File: src/rtl/if_fetch_unit_pkg.sv
// rtl/if_fetch_unit_pkg.sv - shared types and constants for the instruction fetch stage
package if_fetch_unit_pkg;

  typedef enum logic [1:0] {S_FETCH, S_FULL, S_DRAIN} fetch_state_e;

  localparam logic [31:0] PC_STEP           = 32'd4;
  localparam logic [31:0] NOP_INSTR_DEFAULT = 32'h0000_0000;

  typedef struct packed {
    logic [31:0] pc;
    logic [31:0] instr;
  } fetch_entry_t;

  function automatic logic [31:0] word_align(input logic [31:0] addr);
    return {addr[31:2], 2'b00};
  endfunction

endpackage

File: src/rtl/if_fetch_fifo.sv
// rtl/if_fetch_fifo.sv - prefetch FIFO of {pc, instr} entries with synchronous clear
module if_fetch_fifo
  import if_fetch_unit_pkg::*;
#(
  parameter int DEPTH = 2
) (
  input  logic                   clk,
  input  logic                   rst,
  input  logic                   clear,
  input  logic                   push,
  input  fetch_entry_t           push_data,
  input  logic                   pop,
  output fetch_entry_t           head,
  output logic                   full,
  output logic                   empty,
  output logic [$clog2(DEPTH):0] count
);

  localparam int AW = $clog2(DEPTH);
  localparam int CW = AW + 1;

  fetch_entry_t  mem_q [DEPTH];
  fetch_entry_t  mem_d [DEPTH];
  logic [AW-1:0] wr_ptr_q, wr_ptr_d;
  logic [AW-1:0] rd_ptr_q, rd_ptr_d;
  logic [CW-1:0] count_q, count_d;
  logic          do_push, do_pop;

  assign full  = (count_q == CW'(DEPTH));
  assign empty = (count_q == '0);
  assign count = count_q;
  assign head  = mem_q[rd_ptr_q];

  // A push into a full FIFO is accepted only when the head leaves in the same cycle.
  always_comb begin
    do_pop   = pop && !empty;
    do_push  = push && (!full || do_pop);
    mem_d    = mem_q;
    wr_ptr_d = wr_ptr_q;
    rd_ptr_d = rd_ptr_q;
    count_d  = count_q;
    if (clear) begin
      wr_ptr_d = '0;
      rd_ptr_d = '0;
      count_d  = '0;
    end else begin
      if (do_push) begin
        mem_d[wr_ptr_q] = push_data;
        wr_ptr_d        = wr_ptr_q + 1'b1;
      end
      if (do_pop) begin
        rd_ptr_d = rd_ptr_q + 1'b1;
      end
      count_d = count_q + CW'(do_push) - CW'(do_pop);
    end
  end

  always_ff @(posedge clk or posedge rst) begin
    if (rst) begin
      for (int i = 0; i < DEPTH; i++) begin
        mem_q[i] <= '0;
      end
      wr_ptr_q <= '0;
      rd_ptr_q <= '0;
      count_q  <= '0;
    end else begin
      mem_q    <= mem_d;
      wr_ptr_q <= wr_ptr_d;
      rd_ptr_q <= rd_ptr_d;
      count_q  <= count_d;
    end
  end

endmodule

File: src/rtl/if_fetch_unit.sv
// rtl/if_fetch_unit.sv - instruction fetch stage: PC, imem req/ack fetch FSM, decode output register
module if_fetch_unit
  import if_fetch_unit_pkg::*;
#(
  parameter logic [31:0] RESET_PC  = 32'h0000_0000,
  parameter logic [31:0] NOP_INSTR = NOP_INSTR_DEFAULT,
  parameter int          BUF_DEPTH = 2
) (
  input  logic        clk,
  input  logic        rst,
  input  logic        stall,
  input  logic        redirect,
  input  logic [31:0] redirect_pc,
  output logic        imem_req,
  output logic [31:0] imem_addr,
  input  logic        imem_ack,
  input  logic [31:0] imem_rdata,
  output logic [31:0] instr,
  output logic [31:0] fetch_pc,
  output logic        instr_valid
);

  localparam int CW = $clog2(BUF_DEPTH) + 1;

  fetch_state_e  state_q, state_d;
  logic [31:0]   pc_q, pc_d;
  logic [31:0]   drain_addr_q, drain_addr_d;
  logic [31:0]   instr_q, instr_d;
  logic [31:0]   fetch_pc_q, fetch_pc_d;
  logic          valid_q, valid_d;

  fetch_entry_t  fifo_head;
  logic          fifo_full, fifo_empty;
  logic [CW-1:0] fifo_count, count_next;
  logic          req_raw, xfer, push, pop;

  if_fetch_fifo #(.DEPTH(BUF_DEPTH)) u_fifo (
    .clk       (clk),
    .rst       (rst),
    .clear     (redirect),
    .push      (push),
    .push_data ('{pc: pc_q, instr: imem_rdata}),
    .pop       (pop),
    .head      (fifo_head),
    .full      (fifo_full),
    .empty     (fifo_empty),
    .count     (fifo_count)
  );

  // Request is masked while reset is held so a reset mid-transfer drops it at once.
  always_comb begin
    pop = !stall && !redirect && !fifo_empty;
    unique case (state_q)
      S_FETCH: req_raw = (fifo_count < CW'(BUF_DEPTH)) || pop;
      S_DRAIN: req_raw = 1'b1;
      default: req_raw = 1'b0;
    endcase
    imem_req   = req_raw && !rst;
    imem_addr  = (state_q == S_DRAIN) ? drain_addr_q : pc_q;
    xfer       = imem_req && imem_ack;
    push       = xfer && (state_q == S_FETCH) && !redirect;
    count_next = fifo_count + CW'(push) - CW'(pop);
  end

  always_comb begin
    state_d      = state_q;
    pc_d         = pc_q;
    drain_addr_d = drain_addr_q;
    if (redirect) begin
      pc_d = word_align(redirect_pc);
      if (imem_req && !imem_ack) begin
        state_d      = S_DRAIN;
        drain_addr_d = imem_addr;
      end else begin
        state_d = S_FETCH;
      end
    end else begin
      unique case (state_q)
        S_FETCH: if (push) begin
          pc_d = pc_q + PC_STEP;
          if (count_next == CW'(BUF_DEPTH)) state_d = S_FULL;
        end
        S_FULL:  if (pop) state_d = S_FETCH;
        S_DRAIN: if (xfer) state_d = S_FETCH;
        default: state_d = S_FETCH;
      endcase
    end
  end

  always_comb begin
    instr_d    = instr_q;
    fetch_pc_d = fetch_pc_q;
    valid_d    = valid_q;
    if (redirect) begin
      instr_d = NOP_INSTR;
      valid_d = 1'b0;
    end else if (!stall) begin
      if (!fifo_empty) begin
        instr_d    = fifo_head.instr;
        fetch_pc_d = fifo_head.pc;
        valid_d    = 1'b1;
      end else begin
        instr_d = NOP_INSTR;
        valid_d = 1'b0;
      end
    end
  end

  always_ff @(posedge clk or posedge rst) begin
    if (rst) begin
      state_q      <= S_FETCH;
      pc_q         <= RESET_PC;
      drain_addr_q <= RESET_PC;
      instr_q      <= NOP_INSTR;
      fetch_pc_q   <= '0;
      valid_q      <= 1'b0;
    end else begin
      state_q      <= state_d;
      pc_q         <= pc_d;
      drain_addr_q <= drain_addr_d;
      instr_q      <= instr_d;
      fetch_pc_q   <= fetch_pc_d;
      valid_q      <= valid_d;
    end
  end

  assign instr       = instr_q;
  assign fetch_pc    = fetch_pc_q;
  assign instr_valid = valid_q;

endmodule

File: config.mk
export PLATFORM = sky130hd
export DESIGN_NAME = if_fetch_unit
export DESIGN_NICKNAME = d
export VERILOG_FILES = /design/src/rtl/if_fetch_unit_pkg.sv /design/src/rtl/if_fetch_fifo.sv /design/src/rtl/if_fetch_unit.sv
export SDC_FILE = /design/constraint.sdc
export NUM_CORES = 1
export LEC_CHECK = 0
export CORE_MARGIN = 1
export CORE_UTILIZATION = 49
export DETAILED_ROUTE_END_ITERATION = 12
export PLACE_DENSITY_LB_ADDON = 0.15
export SLEW_MARGIN = 25
export SYNTH_ARGS = -nofsm -noshare
export SYNTH_HDL_FRONTEND = slang
export SYNTH_SLANG_ARGS = --single-unit
File: constraint.sdc
create_clock -name clk -period 8.93 [get_ports clk]
set_input_delay 1.786 -clock clk [delete_from_list [all_inputs] [get_ports clk]]
set_output_delay 1.786 -clock clk [all_outputs]
set_load 0.05 [all_outputs]
* Word level (Yosys, flattened, before mapping)
Index checks and enable logic that the tools add are counted.
** Storage, ports and cells
- Register bits :: 263
- Logic and storage cells :: 96
** Operators by class
- Add/sub/neg operators :: 7
- $lt $le $gt $ge :: 4
- Equality and inequality tests :: 9
- Mux-type cells :: 29
- Bitwise gates (word level) :: 5
- Reduce and logical (&&, ||, !) cells :: 29
** Operator list (count)
- 64-bit 2-to-1 mux :: 4
- 32-bit 2-to-1 mux :: 7
- 128-bit bitwise mux :: 1
- 64-bit demux with 1-bit select :: 1
- 32-bit by 3-bit adder with 32-bit output (second input constant) :: 1
- 2-bit 2-to-1 mux :: 7
- 1-bit logical AND :: 10
- 3-bit by 2-bit != test with 1-bit output (second input constant) :: 3
- 2-bit nonzero test :: 4
- 1-bit 2-to-1 mux :: 7
- 2-bit == test (second input constant) :: 3
- 1-bit zero test :: 6
- 2-bit case mux with 3 select lines :: 1
- 2-bit AND reduction :: 3
- 2-bit by 1-bit adder with 2-bit output :: 2
- 2-bit >= comparator (second input constant) :: 2
- 2-bit zero test :: 2
- 1-bit inverter with 2-bit output :: 2
- 4-bit AND reduction :: 1
- 2-bit by 1-bit subtractor with 2-bit output :: 2
- 3-bit != test (second input constant) :: 1
- 1-bit inverter :: 3
- 3-bit AND reduction :: 1
- 1-bit adder (second input constant) :: 2
- 6 further kinds :: 7

* Logic depth before layout (Yosys ltp)
- Depth in word-level cells :: 16
- Depth in mapped cells :: 12
- Gate-level depth less buffers :: 9

* Modules after synthesis
A second synthesis with hierarchy kept.
** Second synthesis, totals
- Cell total of the unflattened synthesis :: 822
- Area, all modules :: 11762.5 sq um
** By module, submodules not included
- if_fetch_fifo :: instances 1, cells an instance 366, area each 5983.2 sq um
- if_fetch_unit :: instances 1, cells an instance 456, area each 5779.3 sq um

* Least setup slack after synthesis
Ideal clock, no wire load.
- Path kind :: input -> output
- Start point :: in redirect
- End point :: out imem_req
- Arrival :: 2.548 ns
- Data required time :: 7.144 ns
- Slack :: 4.596 ns
- Cell stages on the path :: 3
- Buffers on the path :: 1
- Cell sequence :: buf_6 o21ai_1 o21a_1
** On the way
- Cells in the longest elaborated chain, start to end :: 6
** Ends and longest elaborated chain
- from (decl) :: line if_fetch_unit.sv:12 : input logic redirect,
- 1-bit zero test :: line if_fetch_unit.sv:52 : pop = !stall && !redirect && !fifo_empty;
- 1-bit logical AND (2 in a row) :: line if_fetch_unit.sv:52
- 1-bit logical OR :: line if_fetch_unit.sv:54 : S_FETCH: req_raw = (fifo_count < CW'(BUF_DEPTH)) || pop;
- 1-bit case mux with 2 select lines :: line if_fetch_unit.sv:53 : unique case (state_q)
- 1-bit logical AND :: line if_fetch_unit.sv:58 : imem_req = req_raw && !rst;
- to (decl) :: line if_fetch_unit.sv:14 : output logic imem_req,
Every way passes these cells.

* Worst setup path after layout
- Start point :: in rst
- End point :: out imem_req
** On the way
- Cells in the longest elaborated chain, start to end :: 2
** Ends and longest elaborated chain
- from (decl) :: line if_fetch_unit.sv:10 : input logic rst,
- 1-bit zero test (no line)
- 1-bit logical AND :: line if_fetch_unit.sv:58
Every way passes these cells.

==> results by stage <==
Power and ir drop:
- Power comes to 3920 uW.
- For this design the ratio of total power to cell area is 280 nW/um2.
- The leakage power figure is 0.00593 uW.
- The worst-case IR drop observed on VDD is 0.253 mV.

CTS:
- The CTS buffer count is 28.
- Clock tree synthesis found a total of 255 sinks.
- The clock reaches the later pin of the worst-skew pair after 530 ps.
- The number of setup buffers added after CTS is 0.
- After clock tree synthesis, the clock-pin slew on the worst setup and hold paths is 60 ps.
- CTS placed an instance of clkbuf_16 at the clock tree root.
- After clock tree synthesis, the flow added hold-fix buffers numbering 0.
- In this run the number of H-tree levels came out at 1.
- The number of buffers between clock root and the deepest sink is 3.
- TritonCTS built the clock tree.
- The number of cells upsized or downsized after cts is 0.

STA:
- The setup violation total in the final timing report is 0.
- The post-route worst hold slack is 474 ps.
- Of the available clock period, the critical path in the final layout requires 0.620.
- For the pin with the worst max-slew slack, the measured transition is 985 ps.
- The worst clock skew is 10.7 ps.
- The number of max-slew violations in the final report came to 0.
- The upper clock frequency limit is 0.181 GHz.
- The worst-case headroom to the max-slew limit is 0.343.
- Setup repair after global routing left no endpoint under its margin.
- The final-layout setup total negative slack is 0 ps.
- The final hold violation count was 0.
- The worst path needs 5540 ps of the cycle, external delays included.

Setup path:
- The worst register-to-register path begins at pc_q[4]$_DFFE_PP0N_.
- The top fanout value on the critical path is 4.
- The type of element capturing the critical path is an output port.
- Walking the worst path, the cells encountered are clkdlybuf4s50_1 -> nor2_1 -> o21a_1 -> clkdlybuf4s50_1.
- For this design, the slowest cell found on the critical path is clkdlybuf4s50_1.
- The setup path with the least slack is of type input pin to output port.
- The critical path starts at rst.
- The data required time of the worst path is 7140 ps.
- The largest single stage delay on the critical path is 840 ps.
- The startpoint type of the worst setup path is an input pin.
- Data on the critical path arrives at its endpoint at 3750 ps.
- The most numerous cell type found on the critical path is clkdlybuf4s50_1.

Placed design:
- The HPWL after detailed placement is 14800 um.
- Counting tap cells, the placed design contains a total of 1291 instances.
- At the end of routability-driven placement, the weighted congestion stood at 0.796.
- In this run the tool buffered the top-level ports with 162 buffer cells.

Min path:
- The path class of the tightest hold or removal check is flip-flop to flip-flop.
- The startpoint of the most critical hold path is instr_valid$_DFFE_PP0P_.

Floorplan:
- The region available for standard cell placement spans 22200 um2.
- For this configuration, the core starts out at a cell density of 0.506.
- The vertical die dimension is 153 um.
- The full die area is 23500 um2.
- Pin placement for this block handled 167 I/O pins.
- The width of the chip is 153 um.
- After floorplanning, the core was divided into 54 placement rows.

Drt:
- The routed wire length on met2 is 11100 um.
- The total detailed-routing wirelength is 24300 um.
- The number of detailed-route iterations in the first pass is 4.
- The DRC violations left is 0.
- After detailed routing, no signal wire sits above met4.
- The wire length per cell is 18.1 um.
- Dividing the detail-routed via count by the number of cells gives 5.58.
- In the final routing, the length of wire on met1 measures 11600 um.
- The length of routed met3 wiring is 1040 um.
- The total via count after detailed routing is 7502.
- Once detail routing completed, the nets flagged for antenna violations numbered 0.
- The count of routing violations after the opening detailed-route iteration is 347.

Logic synthesis:
- The largest area contributor in the netlist is dfrtp_1.
- The number of standard cells after synthesis is 909.
- Yosys printed 0 warnings.
- The average instance area after synthesis is 12.3 um2.
- The share of the Yosys chip area taken by registers is 0.569.
- The share of the synthesized area in the top cell type is 0.569.
- The cell area that synthesis handed to floorplanning was 11200 um2.
- By area the synthesized netlist is led by dfrtp_1 (57%), mux2_2 (12%), mux2_1 (6.4%).
- In this run, synthesis produced a sequential element count of 255.
- The count of unique library cells instantiated by Yosys is 43.

Layout:
- The finished layout holds 1344 standard cells, fillers aside.
- At the end of the flow the core is filled with cells to 0.631.
- Counting the fill cells in the layout gives 1774.
- The number of nets in the layout is 1115.
- The area growth from synthesis to final layout is 24.8%.
- 0 antenna diodes ended up in the layout.
- Of the cells placed in the final design, the portion with a size suffix greater than 1 is 0.176.

Flow run:
- The total of max-cap violations is 0.

GRT:
- The via count of the first global-routing pass is 7567.
- Summed over all layers, the global routing overflow is 0.
- Entering global routing, the biggest net connects 116 pins.
- The first-pass GRT wire length is 40200 um.
- The number of antenna violations at the first check in global routing is 0.
- In the global route stage, overall resource usage came out at 0.213.

Run status:
- The flow ran to the end, and the final reports show no timing, DRC or antenna violations.
-- worst max-delay path, delay by kind of cell --
| kind | cells | cell delay [ps] |
|---|---|---|
| AO/OA/AOI/OAI | 1 | 250 |
| buffers and inverters | 2 | 1450 |
| AND/OR/NAND/NOR | 1 | 260 |
-- state kept, by name, indices dropped and copies added (netlist names) --
register         cells
instr_valid          1
instr               32
u_fifo.mem_q       124
u_fifo.count         2
state_q              2
u_fifo.rd_ptr_q      1
pc_q                30
drain_addr_q        32
u_fifo.wr_ptr_q      1
fetch_pc            30
-- final cells by class --
type	instances	area [um2]	share of cell area
repair buffers	171	1720	0.123
clock buffers	38	820	0.0586
clock inverters	14	133	0.00948
inverters	8	37.5	0.00268
flip-flops and latches	255	6380	0.456
multi-input cells	578	4550	0.325
well taps	280	350	0.0250
-- synth_stat cells (all sizes together) --
| library cell | count |
|---|---|
| mux2 | 181 |
| o21ai | 81 |
| xor2 | 6 |
| xnor2 | 3 |
| or3 | 4 |
| o21a | 4 |
| ha | 4 |
| nor2b | 6 |
| nor2 | 22 |
| a31oi | 15 |
| or4 | 18 |
| nor3 | 2 |
| a22oi | 3 |
| nand2b | 1 |
| nand3 | 17 |
| nor4 | 1 |
| nand3b | 2 |
| or2 | 1 |
| inv | 8 |
| dfrtp | 255 |
| nand2 | 91 |
| o311ai | 2 |
| nand4 | 13 |
| conb | 1 |
| a21oi | 1 |
| or4b | 3 |
| nor4b | 1 |
| o2111a | 2 |
| and2 | 4 |
| a32o | 1 |
| o31ai | 13 |
| mux2i | 64 |
| and4 | 6 |
| clkbuf | 42 |
| buf | 27 |
| o211ai | 4 |
-- stage by stage --
| step | instance area (um2) | worst slack, ps |
|---|---|---|
| 2_1_floorplan | 11200 | 131 |
| 3_3_place_gp | 13000 | 3430 |
| 3_5_place_dp | 13000 | 3420 |
| 4_1_cts | 14000 | 3410 |
| 5_1_grt | 14000 | 3290 |
| 6_report | 14000 | 3390 |
-- path summary, 6_finish.rpt --
check                                               to  slack (ps)  cells past startpoint
hold reg to reg                instr_valid$_DFFE_PP0P_         470                      2
min in group asynchronous          pc_q[5]$_DFFE_PP0N_        1970                      2
max in group asynchronous  u_fifo.rd_ptr_q$_DFFE_PP0P_        5530                      3
setup reg to reg                  pc_q[29]$_DFFE_PP0N_        6290                      4
setup / recovery                              imem_req        3390                      4
hold / removal                 instr_valid$_DFFE_PP0P_         470                      2
-- kinds of logic (layout without fill, tap and decap cells) --
logic type | count (synthesis) | count (layout) | share of synthesized area
AOI/OAI and AO/OA | 126 | 126 | 0.0655
xor gates and xnor gates | 9 | 9 | 0.00703
adders and majority gates | 4 | 4 | 0.00446
buffers and inverters | 77 | 231 | 0.0287
DFF | 255 | 255 | 0.569
muxes | 245 | 245 | 0.239
other | 1 | 2 | 0.000334
and+or+nand+nor | 192 | 192 | 0.0859
-- layout by cell type, fill, tap and decap left out, types with 3 or more instances in the layout --
master	Yosys	routed
o21ai_0	78	78
mux2_1	64	64
nor2_1	22	22
or4_1	18	18
a22oi_1	3	3
and2_1	4	4
clkinv_2	0	8
and4_1	6	6
o21a_1	4	4
mux2_2	117	117
nand2_1	91	90
nor2b_1	6	4
dfrtp_1	255	254
ha_1	4	4
mux2i_1	64	64
nand4_1	13	13
clkdlybuf4s50_1	0	161
clkbuf_8	0	6
buf_4	2	6
a31oi_1	15	15
o31ai_1	13	13
clkbuf_16	0	29
clkbuf_1	42	3
nand3_1	17	17
or3_1	4	4
xnor2_1	3	3
o211ai_1	4	4
xor2_1	6	6
inv_1	7	6
-- metal layers --
layer | up-vias | track usage
li1 | 3527 | -
met1 | 3753 | 0.304
met2 | 182 | 0.342
met3 | 40 | 0.0298
met4 | 0 | 0.0568
met5 | - | 0
-- power breakdown --
part	total, uW	switching, uW	internal [uW]	leakage [uW]
Clock	1160	461	701	0.000473
Combinational	1100	630	469	0.00226
Sequential	1660	182	1480	0.00320
(Power assumes the default switching activity.)
